[src/rtl/calc_job_scheduler_pkg.sv]
// rtl/calc_job_scheduler_pkg.sv - shared types and defaults for the calculator job scheduler
package calc_sched_pkg;

  typedef enum logic [2:0] {
    IDLE   = 3'd0,
    LAUNCH = 3'd1,
    WAIT   = 3'd2,
    ABORT  = 3'd3,
    RESP   = 3'd4
  } state_t;

  // Opcodes understood by the calculator core
  typedef enum logic [2:0] {
    OP_ALU0 = 3'b000,
    OP_ALU1 = 3'b001,
    OP_ALU2 = 3'b010,
    OP_ALU3 = 3'b011,
    OP_DIV  = 3'b100,
    OP_MUL  = 3'b101,
    OP_SEL0 = 3'b110,
    OP_SEL1 = 3'b111
  } opcode_t;

  localparam int DEF_NREQ    = 4;
  localparam int DEF_DW      = 4;
  localparam int DEF_RW      = 8;
  localparam int DEF_TIMEOUT = 255;

endpackage

[src/rtl/calc_job_scheduler_if.sv]
// rtl/calc_job_scheduler_if.sv - requester and calculator-core signal bundle
interface calc_job_scheduler_if #(
  parameter int NREQ = 4,
  parameter int DW   = 4,
  parameter int RW   = 8
);
  logic [NREQ-1:0]    req_valid;
  logic [NREQ-1:0]    req_ready;
  logic [3*NREQ-1:0]  req_f;
  logic [DW*NREQ-1:0] req_a;
  logic [DW*NREQ-1:0] req_b;
  logic [NREQ-1:0]    rsp_valid;
  logic [RW-1:0]      rsp_result;
  logic               rsp_err;
  logic               busy;
  logic               calc_go;
  logic [2:0]         calc_f;
  logic [DW-1:0]      calc_a;
  logic [DW-1:0]      calc_b;
  logic               calc_done;
  logic [RW-1:0]      calc_result;
  logic               calc_abort;

  modport slave (
    input  req_valid, req_f, req_a, req_b, calc_done, calc_result,
    output req_ready, rsp_valid, rsp_result, rsp_err, busy,
           calc_go, calc_f, calc_a, calc_b, calc_abort
  );

  modport master (
    output req_valid, req_f, req_a, req_b, calc_done, calc_result,
    input  req_ready, rsp_valid, rsp_result, rsp_err, busy,
           calc_go, calc_f, calc_a, calc_b, calc_abort
  );
endinterface

[src/rtl/calc_job_scheduler_rr_arbiter.sv]
// rtl/calc_job_scheduler_rr_arbiter.sv - combinational round-robin pick starting at ptr
module rr_arbiter #(
  parameter int NREQ = 4,
  parameter int PW   = 2
) (
  input  logic [NREQ-1:0] req,
  input  logic [PW-1:0]   ptr,
  output logic [NREQ-1:0] gnt,
  output logic            found
);

  logic [PW:0] idx;

  always_comb begin
    gnt   = '0;
    found = 1'b0;
    idx   = '0;
    // One extra bit so ptr+i can exceed NREQ-1 before wrapping
    for (int i = 0; i < NREQ; i++) begin
      idx = {1'b0, ptr} + (PW+1)'(i);
      if (idx >= (PW+1)'(NREQ))
        idx = idx - (PW+1)'(NREQ);
      if (!found && req[idx[PW-1:0]]) begin
        gnt[idx[PW-1:0]] = 1'b1;
        found            = 1'b1;
      end
    end
  end

endmodule

[src/rtl/calc_job_scheduler.sv]
// rtl/calc_job_scheduler.sv - shares one Go/Done calculator core among NREQ requesters
module calc_job_scheduler
  import calc_sched_pkg::*;
#(
  parameter int NREQ    = DEF_NREQ,
  parameter int DW      = DEF_DW,
  parameter int RW      = DEF_RW,
  parameter int TIMEOUT = DEF_TIMEOUT
) (
  input logic               clk,
  input logic               rst,
  calc_job_scheduler_if.slave bus
);

  localparam int PW = $clog2(NREQ);
  localparam int CW = $clog2(TIMEOUT);
  localparam logic [CW-1:0] CNT_LAST = CW'(TIMEOUT - 1);

  state_t          state, state_n;
  logic [PW-1:0]   rr_ptr, grant, pick_idx;
  logic [CW-1:0]   cnt;
  logic [NREQ-1:0] pick;
  logic            found;
  logic [2:0]      sel_f;
  logic [DW-1:0]   sel_a, sel_b;

  logic            go_q, abort_q, err_q, busy_q;
  logic [NREQ-1:0] rsp_valid_q;
  logic [RW-1:0]   result_q;
  opcode_t         f_q;
  logic [DW-1:0]   a_q, b_q;

  rr_arbiter #(.NREQ(NREQ), .PW(PW)) u_arb (
    .req   (bus.req_valid),
    .ptr   (rr_ptr),
    .gnt   (pick),
    .found (found)
  );

  always_comb begin
    pick_idx = '0;
    sel_f    = '0;
    sel_a    = '0;
    sel_b    = '0;
    for (int i = 0; i < NREQ; i++) begin
      if (pick[i]) begin
        pick_idx = PW'(i);
        sel_f    = bus.req_f[3*i +: 3];
        sel_a    = bus.req_a[DW*i +: DW];
        sel_b    = bus.req_b[DW*i +: DW];
      end
    end
  end

  always_comb begin
    state_n       = state;
    bus.req_ready = (state == IDLE) ? pick : '0;
    unique case (state)
      IDLE:    if (found) state_n = LAUNCH;
      LAUNCH:  state_n = WAIT;
      // done takes priority over the timeout on the last counted cycle
      WAIT:    if (bus.calc_done) state_n = RESP;
               else if (cnt == CNT_LAST) state_n = ABORT;
      ABORT:   state_n = RESP;
      RESP:    state_n = IDLE;
      default: state_n = IDLE;
    endcase
  end

  always_ff @(posedge clk) begin
    if (!rst) begin
      state       <= IDLE;
      rr_ptr      <= '0;
      grant       <= '0;
      cnt         <= '0;
      go_q        <= 1'b0;
      abort_q     <= 1'b0;
      err_q       <= 1'b0;
      busy_q      <= 1'b0;
      rsp_valid_q <= '0;
      result_q    <= '0;
      f_q         <= OP_ALU0;
      a_q         <= '0;
      b_q         <= '0;
    end else begin
      state       <= state_n;
      go_q        <= (state_n == LAUNCH);
      abort_q     <= (state_n == ABORT);
      busy_q      <= (state_n != IDLE);
      rsp_valid_q <= '0;
      if (state_n == RESP)
        rsp_valid_q[grant] <= 1'b1;
      unique case (state)
        IDLE: if (found) begin
          grant <= pick_idx;
          f_q   <= opcode_t'(sel_f);
          a_q   <= sel_a;
          b_q   <= sel_b;
        end
        LAUNCH: cnt <= '0;
        WAIT: begin
          if (bus.calc_done) begin
            result_q <= bus.calc_result;
            err_q    <= 1'b0;
          end else if (cnt != CNT_LAST) begin
            cnt <= cnt + 1'b1;
          end
        end
        ABORT: begin
          result_q <= '0;
          err_q    <= 1'b1;
        end
        RESP: begin
          rr_ptr <= (grant == PW'(NREQ - 1)) ? '0 : grant + 1'b1;
          err_q  <= 1'b0;
        end
        default: ;
      endcase
    end
  end

  assign bus.calc_go    = go_q;
  assign bus.calc_abort = abort_q;
  assign bus.busy       = busy_q;
  assign bus.rsp_valid  = rsp_valid_q;
  assign bus.rsp_result = result_q;
  assign bus.rsp_err    = err_q;
  assign bus.calc_f     = f_q;
  assign bus.calc_a     = a_q;
  assign bus.calc_b     = b_q;

endmodule
[src/flat_wrapper.sv]
// flat-port wrapper written by rule: the top's interface ports become plain ports
module calc_job_scheduler_flat import calc_sched_pkg::*;
#(
  parameter int NREQ    = DEF_NREQ,
  parameter int DW      = DEF_DW,
  parameter int RW      = DEF_RW,
  parameter int TIMEOUT = DEF_TIMEOUT
)
  (clk, rst, bus_req_valid, bus_req_f, bus_req_a, bus_req_b, bus_calc_done, bus_calc_result, bus_req_ready, bus_rsp_valid, bus_rsp_result, bus_rsp_err, bus_busy, bus_calc_go, bus_calc_f, bus_calc_a, bus_calc_b, bus_calc_abort);
  calc_job_scheduler_if #(.NREQ(NREQ), .DW(DW), .RW(RW)) bus_i ();
  input logic clk;
  input logic rst;
  input wire logic [$bits(bus_i.req_valid)-1:0] bus_req_valid;
  input wire logic [$bits(bus_i.req_f)-1:0] bus_req_f;
  input wire logic [$bits(bus_i.req_a)-1:0] bus_req_a;
  input wire logic [$bits(bus_i.req_b)-1:0] bus_req_b;
  input wire logic [$bits(bus_i.calc_done)-1:0] bus_calc_done;
  input wire logic [$bits(bus_i.calc_result)-1:0] bus_calc_result;
  output wire logic [$bits(bus_i.req_ready)-1:0] bus_req_ready;
  output wire logic [$bits(bus_i.rsp_valid)-1:0] bus_rsp_valid;
  output wire logic [$bits(bus_i.rsp_result)-1:0] bus_rsp_result;
  output wire logic [$bits(bus_i.rsp_err)-1:0] bus_rsp_err;
  output wire logic [$bits(bus_i.busy)-1:0] bus_busy;
  output wire logic [$bits(bus_i.calc_go)-1:0] bus_calc_go;
  output wire logic [$bits(bus_i.calc_f)-1:0] bus_calc_f;
  output wire logic [$bits(bus_i.calc_a)-1:0] bus_calc_a;
  output wire logic [$bits(bus_i.calc_b)-1:0] bus_calc_b;
  output wire logic [$bits(bus_i.calc_abort)-1:0] bus_calc_abort;
  assign bus_i.req_valid = bus_req_valid;
  assign bus_i.req_f = bus_req_f;
  assign bus_i.req_a = bus_req_a;
  assign bus_i.req_b = bus_req_b;
  assign bus_i.calc_done = bus_calc_done;
  assign bus_i.calc_result = bus_calc_result;
  assign bus_req_ready = bus_i.req_ready;
  assign bus_rsp_valid = bus_i.rsp_valid;
  assign bus_rsp_result = bus_i.rsp_result;
  assign bus_rsp_err = bus_i.rsp_err;
  assign bus_busy = bus_i.busy;
  assign bus_calc_go = bus_i.calc_go;
  assign bus_calc_f = bus_i.calc_f;
  assign bus_calc_a = bus_i.calc_a;
  assign bus_calc_b = bus_i.calc_b;
  assign bus_calc_abort = bus_i.calc_abort;
  calc_job_scheduler #(.NREQ(NREQ), .DW(DW), .RW(RW), .TIMEOUT(TIMEOUT)) u_core (.clk(clk), .rst(rst), .bus(bus_i));
endmodule
[config.mk]
export PLATFORM = sky130hd
export DESIGN_NAME = calc_job_scheduler_flat
export DESIGN_NICKNAME = d
export VERILOG_FILES = /design/src/rtl/calc_job_scheduler_pkg.sv /design/src/rtl/calc_job_scheduler_if.sv /design/src/rtl/calc_job_scheduler_rr_arbiter.sv /design/src/rtl/calc_job_scheduler.sv /design/src/flat_wrapper.sv
export SDC_FILE = /design/constraint.sdc
export NUM_CORES = 1
export LEC_CHECK = 0
export CAP_MARGIN = 20
export CORE_ASPECT_RATIO = 1.4
export CORE_MARGIN = 8
export CORE_UTILIZATION = 45
export DETAILED_ROUTE_END_ITERATION = 8
export PLACE_DENSITY = 0.81
export SYNTH_ARGS = -nofsm -noshare
export SYNTH_HDL_FRONTEND = slang
export SYNTH_HIERARCHICAL = 1
export SYNTH_SLANG_ARGS = --single-unit
[constraint.sdc]
create_clock -name clk -period 3.58 [get_ports clk]
set_clock_uncertainty 0.05 [all_clocks]
set_input_delay 0.716 -clock clk [delete_from_list [all_inputs] [get_ports clk]]
set_output_delay 0.716 -clock clk [all_outputs]
set_load 0.1 [all_outputs]
# After elaboration in Yosys (flattened, before gate mapping)
# Index checks and enable logic that the tools add are counted.
word_totals:
  input_bits: 59
  output_inout_bits: 31
  ff_bits: 42
op_classes:
  n_mux: 58
  n_eq_ne: 13
  order_cmp: 14
  n_reduce_logical: 21
  bitwise_logic: 3
  addsub: 9
ops:
  columns: ["op", "n"]
  rows:
  - ["4-bit 2-to-1 mux", 13]
  - ["8-bit one-hot mux with 2 select lines", 2]
  - ["8-bit 2-to-1 mux", 3]
  - ["3-bit 2-to-1 mux", 7]
  - ["2-bit by 3-bit less-than comparator with 1-bit output, second input constant", 5]
  - ["1-bit 2-to-1 mux", 15]
  - ["2-bit 2-to-1 mux", 7]
  - ["4-bit OR", 3]
  - ["3-bit one-hot mux with 4 select lines", 1]
  - ["1-bit demux with 2-bit select", 5]
  - ["2-bit by 1-bit >= comparator with 1-bit output, second input constant", 5]
  - ["3-bit by 2-bit equality test with 1-bit output, second input constant", 3]
  - ["3-bit >= comparator, second input constant", 3]
  - ["8-bit by 1-bit adder with 8-bit output, second input constant", 1]
  - ["1-bit binary-select mux with 2-bit select", 4]
  - ["8-bit equality test, second input constant", 1]
  - ["1-bit logical AND", 8]
  - ["8-bit inequality test, second input constant", 1]
  - ["2-bit AND reduction", 4]
  - ["2-bit by 1-bit subtractor with 2-bit output, second input constant", 4]
  - ["2-bit by 2-bit adder with 3-bit output, second input constant", 2]
  - ["3-bit by 1-bit equality test with 1-bit output, second input constant", 2]
  - ["3-bit equality test, second input constant", 2]
  - ["3-bit nonzero test", 2]
  - ["other kinds (11)", 15]

# Logic depth before layout (Yosys ltp)
# Gate-level depths: netlist of run 1.
logic_depth:
  word_depth: 18
  depth_mapped: 13
  mapped_depth_nobuf: 10

# By module
# Netlist of run 1, hierarchy kept.
by_module_without_submodules:
  columns: ["module", "cells_each", "n_inst", "area_each_um2"]
  rows:
  - ["calc_job_scheduler", 215, 1, 1921.8]
  - ["rr_arbiter", 62, 1, 508.0]

# Worst setup path before layout of run 1
# Ideal clock, no wire load.
synth_timing:
  path_kind: "flip-flop to output port"
  startpoint: "reg u_core.rr_ptr[0]"
  endpoint: "out bus_req_ready[3]"
  t_arrival_ns: 3.124
  stages_incl_launch_ff: 11
  setup_slack_ns: -0.310
  cell_sequence: "dfxtp_1 > buf_6 > inv_1 > ha_1 > buf_2 > mux2i_1 > mux2_2 > a211oi_1 > o2bb2ai_1 > clkbuf_1 > and2_1"
synth_between:
  elab_chain_cells: 15
  elab_cells_between_ends: 60
  cone_classes: "add/sub (7); order compare (12); mux (28); bitwise (3); reduce/logical (10)"
synth_rtl:
  columns: ["element", "line", "rtl"]
  rows:
  - ["start: declaration", "calc_job_scheduler.sv:20", "logic [PW-1:0] rr_ptr, grant, pick_idx;"]
  - ["start signal: assignment", "calc_job_scheduler.sv:114", "rr_ptr <= (grant == PW'(NREQ - 1)) ? '0 : grant + 1'b1;"]
  - ["branches (longest 13 deep; another with 2-bit by 1-bit adder with 3-bit output)", null, null]
  - ["4-bit 2-to-1 mux *", "calc_job_scheduler_rr_arbiter.sv:23", "if (!found && req[idx[PW-1:0]]) begin"]
  - ["named net u_core.pick[3]", "calc_job_scheduler.sv:22", "logic [NREQ-1:0] pick;"]
  - ["4-bit 2-to-1 mux *", "calc_job_scheduler.sv:57", "bus.req_ready = (state == IDLE) ? pick : '0;"]
  - ["end: declaration", "flat_wrapper.sv:19", "output wire logic [$bits(bus_i.req_ready)-1:0] bus_req_ready;"]
# Mark *: on every way through the listed nets, which the timed path passes. The select of a mux whose other input is x is not followed.

# Final worst setup path of run 1
layout_timing:
  startpoint: "in bus_req_valid[2]"
  endpoint: "out bus_req_ready[1]"
layout_between:
  elab_chain_cells: 13
  elab_cells_between_ends: 25
  cone_classes: "mux (16); bitwise (3); reduce/logical (6)"
layout_rtl:
  columns: ["element", "line", "rtl"]
  rows:
  - ["start: declaration", "flat_wrapper.sv:13", "input wire logic [$bits(bus_i.req_valid)-1:0] bus_req_valid;"]
  - ["1-bit binary-select mux with 2-bit select", "calc_job_scheduler_rr_arbiter.sv:23", null]
  - ["1-bit 2-to-1 mux (not written as such)", "calc_job_scheduler_rr_arbiter.sv:23", null]
  - ["1-bit 2-to-1 mux", "calc_job_scheduler_rr_arbiter.sv:23", null]
  - ["1-bit logical NOT", "calc_job_scheduler_rr_arbiter.sv:23", null]
  - ["1-bit logical AND", "calc_job_scheduler_rr_arbiter.sv:23", null]
  - ["1-bit 2-to-1 mux", "calc_job_scheduler_rr_arbiter.sv:23", null]
  - ["1-bit logical NOT", "calc_job_scheduler_rr_arbiter.sv:23", null]
  - ["1-bit logical AND", "calc_job_scheduler_rr_arbiter.sv:23", null]
  - ["1-bit 2-to-1 mux", "calc_job_scheduler_rr_arbiter.sv:23", null]
  - ["1-bit logical NOT", "calc_job_scheduler_rr_arbiter.sv:23", null]
  - ["1-bit logical AND", "calc_job_scheduler_rr_arbiter.sv:23", null]
  - ["4-bit 2-to-1 mux *", "calc_job_scheduler_rr_arbiter.sv:23", null]
  - ["named net u_core.pick[1]", "calc_job_scheduler.sv:22", null]
  - ["4-bit 2-to-1 mux *", "calc_job_scheduler.sv:57", null]
# Mark *: on every way through the listed nets, which the timed path passes. The rest lies on a longest branch. The select of a mux whose other input is x is not followed.

==> results of run 1 <==
## layer usage
layer	vias to the layer above	GRT usage, %	part of all wire (%)
li1	1214	-	-
met1	1137	16.47	37
met2	104	30.31	51
met3	12	8.464	11
met4	0	6.295	1.8
met5	-	0	0
## state kept, by name, summed over array words and instances, names as in the netlist
register and cells:
u_core/bus.rsp_err 1, u_core/bus.busy 1, u_core/bus.calc_go 1, u_core/bus.rsp_valid 4, u_core/bus.calc_a 4, u_core/bus.calc_b 4, u_core/bus.rsp_result 8, u_core/grant 2
u_core/bus.calc_f 3, u_core/bus.calc_abort 1, u_core/state 3, u_core/cnt 8, u_core/rr_ptr 2
## path summary, 6_finish.rpt
check        slack [ps]              from              endpoint
max                 100  bus_req_valid[2]      bus_req_ready[1]
min                 450     u_core/cnt[7]         u_core/cnt[7]
max reg2reg         590  u_core/rr_ptr[0]  u_core/bus.calc_f[2]
min reg2reg         450     u_core/cnt[7]         u_core/cnt[7]
## per-stage QoR
| stage | cell area [sq um] | setup WS (ps) | cells | hold WS (ps) |
|---|---|---|---|---|
| detailed placement | 3456 | 97.39 | 428 | 437.3 |
| finish | 3552 | 95.69 | 436 | 453.7 |
| CTS | 3546 | 92.92 | 436 | 448.4 |
| floorplan | 2432 | -36.94 | 277 | 402.1 |
| global placement | 3456 | 141.5 | 428 | 416.6 |
| global route | 3552 | 10.61 | 436 | 499.0 |
## critical path, cell delays in order
cell	delay (ps)
clkdlybuf4s50_1	490
or3b_1	400
a2111oi_2	370
or3_4	210
o2bb2ai_1	160
and2_4	200
buf_12	170
## timing repair
| action | 4_1_cts | 5_1_grt |
|---|---|---|
| endpoints found under the hold margin | 0 | 0 |
| gates resized for setup | 0 | 2 |
| endpoints found under the setup margin | 0 | 2 |
## power by group
group | internal [uW] | leakage (uW) | switching, uW
sequential | 507 | 0.000343 | 31.4
combinational | 227 | 0.000927 | 437
clock | 137 | 0.0000441 | 167
total | 871 | 0.00131 | 635
## cell type report
cell class,instances,area (sq um)
tap,66,82.58
multi-input combinational,207,1465
timing repair buffer,103,1036
fill,437,1645
clock inverter,3,21.27
sequential,42,840.8
inverter,10,37.54
clock buffer,5,68.82
## logic make-up after synthesis
| family | Yosys count |
|---|---|
| AO/OA/AOI/OAI | 90 |
| buffers and inverters | 28 |
| XOR/XNOR | 2 |
| multiplexers | 11 |
| adder cells (fa/ha/maj) | 12 |
| flip-flops | 42 |
| AND/OR/NAND/NOR | 92 |
## placed cells by master, fill, tap and decap left out, types with 3 or more instances in the layout
cell	Yosys	final
a211oi_1	4	4
a21oi_1	7	7
a221o_1	11	11
a22oi_1	8	8
a31oi_1	11	11
and2_1	6	3
and3_1	6	6
buf_12	0	4
buf_4	0	14
clkbuf_8	0	5
clkdlybuf4s50_1	0	85
dfxtp_1	42	42
ha_1	12	12
inv_1	9	9
mux2_2	3	3
mux2i_1	7	6
nand2_1	20	20
nand2b_1	6	6
nand3_1	4	4
nor2_1	24	24
nor3_1	5	5
o21ai_0	25	25
o22ai_1	6	6
o2bb2ai_1	4	4
or3_1	4	4
==> qor.csv, run 1 <==
metric,value,unit
final_core_util,68.34,%
endpoint_kind,output port,
peakVddDrop,311.8,uV
antenna_found_initial,0,
io_buffers,89,
die_x,78.11,um
synth_top_family_by_area,compound AO/OA/AOI/OAI gates,
crit_path_max_fanout,6,
hold_depth,2,
postRouteAntennaNets,0,
cts_made_buffers,5,
grt_overflow,0,
drv_cap,0,
grt_start_max_net_pins,27,
leakage,0.001314,uW
fin_crit,3484,ps
synth_most_common_cell,dfxtp_1,
diodes,0,
hp-class,reg -> reg,
synthTopCellsByCount,"dfxtp_1 (42), o21ai_0 (25), nor2_1 (24)",
core_area,5197,sq um
synth_edf_count,0,
worstMarginPinSlew,1003,ps
clock_sinks,42,
synth-xor-area-share,0.7209,%
synth_area_leaders,"dfxtp_1 (35%), ha_1 (6.2%), o21ai_0 (5.1%), a221o_1 (4.5%), nor2_1 (3.7%)",
finalSetupTns,0,ps
wire_per_inst,15.70,um
maxSlewViolCount,0,
synth_area,2430,sq um
clk-insertion-delay-late,290,ps
fmax,287.0,MHz
initial_core_util,46.75,%
synth_simple_gate_area_share,21.63,%
dr.pass1.iters,4,
cp-start-kind,input port,
syn_nets,348,
yosysTopAreaCellShare,34.60,%
fin_crit_sh,97.33,%
dieArea,8041,sq um
crit_type,in -> out,
synth_fa_ha_area_share,6.179,%
drcViolationCount,0,
setup_viol,0,
syn_avg_cell_area,8.772,sq um
clockRootBuffer,clkbuf_8,
synth_area_leader_cell,dfxtp_1,
rsz0062_at_grt,false,
grt_pass1_vias,2553,
hpwl,5466,um
yosys_warnings,6,
status,"finished, final reports clean",
gp_congestion,0.9651,
worst-endpoint-required,2810,ps
slew-limit-headroom,32.94,%
die_y,102.9,um
ys_ff_latch,42,
num-nets-final,440,
cts_tree,built,
drtIter0Drc,143,
cts_setup_buffers,0,
cts_max_level,2,
power-per-cell-area,424.1,nW/um^2
viasPerCell,5.658,
power,1506,uW
wirelength,6846,um
clockBufferDepth,2,
hold_viol,0,
syn_inst,277,
crit_arrival,2720,ps
drive_above_1_share,11.89,%
synthMuxAreaShare,5.201,%
io_pins,90,
grt_usage,16.99,%
reg2reg_depth,12,
via_count,2467,
ys_seq_area_share,34.60,%
ctsHoldBuffers,0,
syn_to_final_growth,46.19,%
synth-compound-area-share,26.21,%
clk_pin_slew,80,ps
grt_pass1_wl,11280,um
rows,31,
synthArstFlopShare,0,%
synth_ff_type,dfxtp_1,
ys_types,50,
(Power assumes the default switching activity.)
==> inputs of run 2 (changes only) <==
--- a/config.mk
+++ b/config.mk
@@ -5,6 +5,7 @@
 export SDC_FILE = /design/constraint.sdc
 export NUM_CORES = 1
 export LEC_CHECK = 0
+export ABC_CLOCK_PERIOD_IN_PS = 3580
 export CAP_MARGIN = 20
 export CORE_ASPECT_RATIO = 1.4
 export CORE_MARGIN = 8
==> results of run 2 <==
Same layout as run 1: the final DEF is identical, and so are final timing and power.
==> inputs of run 3 (changes only) <==
--- a/config.mk
+++ b/config.mk
@@ -5,7 +5,7 @@
 export SDC_FILE = /design/constraint.sdc
 export NUM_CORES = 1
 export LEC_CHECK = 0
-export ABC_CLOCK_PERIOD_IN_PS = 3580
+export ABC_CLOCK_PERIOD_IN_PS = 3300
 export CAP_MARGIN = 20
 export CORE_ASPECT_RATIO = 1.4
 export CORE_MARGIN = 8
==> constraint.sdc (replaced) <==
create_clock -name clk -period 3.3 [get_ports clk]
set_clock_uncertainty 0.05 [all_clocks]
set_input_delay 0.66 -clock clk [delete_from_list [all_inputs] [get_ports clk]]
set_output_delay 0.66 -clock clk [all_outputs]
set_load 0.1 [all_outputs]
==> qor.csv, run 3 (same netlist as run 1, synthesis figures left out) <==
metric,value,unit,change
maxSlewViolCount,0,,unchanged
peakVddDrop,336.6,uV,was 311.8 uV
rsz0062_at_grt,false,,unchanged
wirelength,6986,um,was 6846 um
crit_type,in -> out,,unchanged
cts_tree,built,,unchanged
status,"finished, final reports clean",,unchanged
power-per-cell-area,451.0,nW/um^2,was 424.1 nW/um^2
clockRootBuffer,clkbuf_8,,unchanged
worstMarginPinSlew,720.3,ps,was 1003 ps
cts_max_level,2,,unchanged
setup_viol,0,,unchanged
cp-start-kind,input port,,unchanged
io_pins,90,,unchanged
die_x,78.11,um,unchanged
fmax,307.7,MHz,
hold_viol,0,,unchanged
layout_common_cells,"clkdlybuf4s50_1 (55), buf_4 (48), dfxtp_1 (42), o21ai_0 (25), nor2_1 (24)",,"was clkdlybuf4s50_1 (85), dfxtp_1 (42), o21ai_0 (25), nor2_1 (24), nand2_1 (20)"
dp_slack,-100.5,ps,was 97.39 ps
leakage,0.001434,uW,was 0.001314 uW
postRouteAntennaNets,0,,unchanged
grt_overflow,0,,unchanged
drive_above_1_share,22.02,%,was 11.89%
final_common_cell,clkdlybuf4s50_1,,unchanged
drtIter0Drc,105,,was 143
whs,430.6,ps,was 453.7 ps
num-nets-final,448,,was 440
core_area,5197,sq um,unchanged
final.fill_count,438,,was 437
grt_usage,17.02,%,was 16.99%
grt_pass1_wl,11200,um,"was 11,280 um"
initial_core_util,46.75,%,unchanged
final_core_util,69.02,%,was 68.34%
placed_cells,435,,was 428
syn_to_final_growth,47.63,%,was 46.19%
slew-limit-headroom,51.77,%,was 32.94%
rows,31,,unchanged
hpwl,5496,um,was 5466 um
io_buffers,89,,unchanged
clockBufferDepth,2,,unchanged
fin_crit,3250,ps,
slowest_stage,mux4_2,,was clkdlybuf4s50_1
crit_path_max_fanout,4,,was 6
clock_sinks,42,,unchanged
fin_ws,50.47,ps,was 95.69 ps
via_count,2476,,"was 2,467"
ff_latch_area,840.8,sq um,unchanged
worstPathCellList,clkdlybuf4s50_1 -> mux4_2 -> a31o_1 -> a221oi_2 -> o2bb2ai_2 -> and2_4 -> buf_12,,was clkdlybuf4s50_1 -> or3b_1 -> a2111oi_2 -> or3_4 -> o2bb2ai_1 -> and2_4 -> buf_12
antenna_found_initial,0,,unchanged
dr.pass1.iters,4,,unchanged
finalSetupTns,0,ps,unchanged
fin_crit_sh,98.47,%,
fin_cells,443,,was 436
grt_start_max_net_pins,27,,unchanged
multi_input_area,1514,sq um,was 1465 sq um
die_y,102.9,um,unchanged
slowest_delay,550,ps,was 490 ps
worst-endpoint-required,2590,ps,was 2810 ps
crit_arrival,2540,ps,was 2720 ps
clk-insertion-delay-late,290,ps,about the same
hp-class,reg -> reg,,unchanged
clk_pin_slew,70,ps,was 80 ps
diodes,0,,unchanged
endpoint_kind,output port,,unchanged
viasPerCell,5.589,,was 5.658
drv_cap,0,,unchanged
gp_congestion,0.9023,,was 0.9651
grt_pass1_vias,2504,,"was 2,553"
dieArea,8041,sq um,unchanged
cts_made_buffers,5,,unchanged
drcViolationCount,0,,unchanged
wire_per_inst,15.77,um,was 15.70 um
[run 3: cell count changes in the layout (fill, tap and decap cells not counted), moves of 2 or more]
cell	previous run	this run
and2_4	1	3
buf_4	14	48
o2bb2ai_2	0	3
clkbuf_1	0	2
o2bb2ai_1	4	1
dlymetal6s2s_1	0	2
clkdlybuf4s50_1	85	55
[run 3: final timing paths]
kind | slack, ps | to | cells after the start | from
max reg2reg | 440 | u_core/bus.calc_a[3] | 13 | u_core/rr_ptr[0]
max | 50 | bus_req_ready[2] | 7 | bus_req_valid[1]
min reg2reg | 430 | u_core/cnt[7] | 2 | u_core/cnt[7]
min | 430 | u_core/cnt[7] | 2 | u_core/cnt[7]
[run 3: area by class of cell]
type                       count  area share, %
inverter                      10          1.046
tap                           66          2.302
sequential                    42          23.44
multi-input combinational    207          42.20
clock buffer                   7          2.128
timing repair buffer         111          28.88
[run 3: report_power, final]
| group | switching [uW] | internal [uW] |
|---|---|---|
| clock network | 158 | 146 |
| logic | 479 | 251 |
| registers | 35.2 | 550 |
| total | 671 | 946 |
[run 3: layer usage]
| metal | GRT usage (%) | vias to the layer above | part of all wire [%] |
|---|---|---|---|
| met5 | 0 | - | 0 |
| met4 | 5.579 | 0 | 1.3 |
| met3 | 8.202 | 10 | 10 |
| met2 | 31.07 | 92 | 52 |
| met1 | 16.35 | 1149 | 37 |
| li1 | - | 1225 | - |
[run 3: stage by stage]
step                      total power [uW]  cell area (sq um)
final                                 1618               3587
after global routing                  1697               3587
after CTS                             1622               3545
after detailed placement              1317               3452
after global placement                1308               3452
after floorplan                       1081               2440
[run 3: worst max-delay path, delay by kind of cell]
family                 cells  cell delay (ps)
buffers and inverters      2              620
AO/OA/AOI/OAI              3              530
AND/OR/NAND/NOR            1              180
multiplexers               1              550
[run 3: repair_timing]
item | CTS | global route
setup endpoints to repair | 4 | 4
hold buffers | 0 | 0
resized for setup | 5 | 8
setup buffers | 0 | 1
endpoints found under the hold margin | 0 | 0
pin swaps | 1 | 2
cloned | 0 | 0
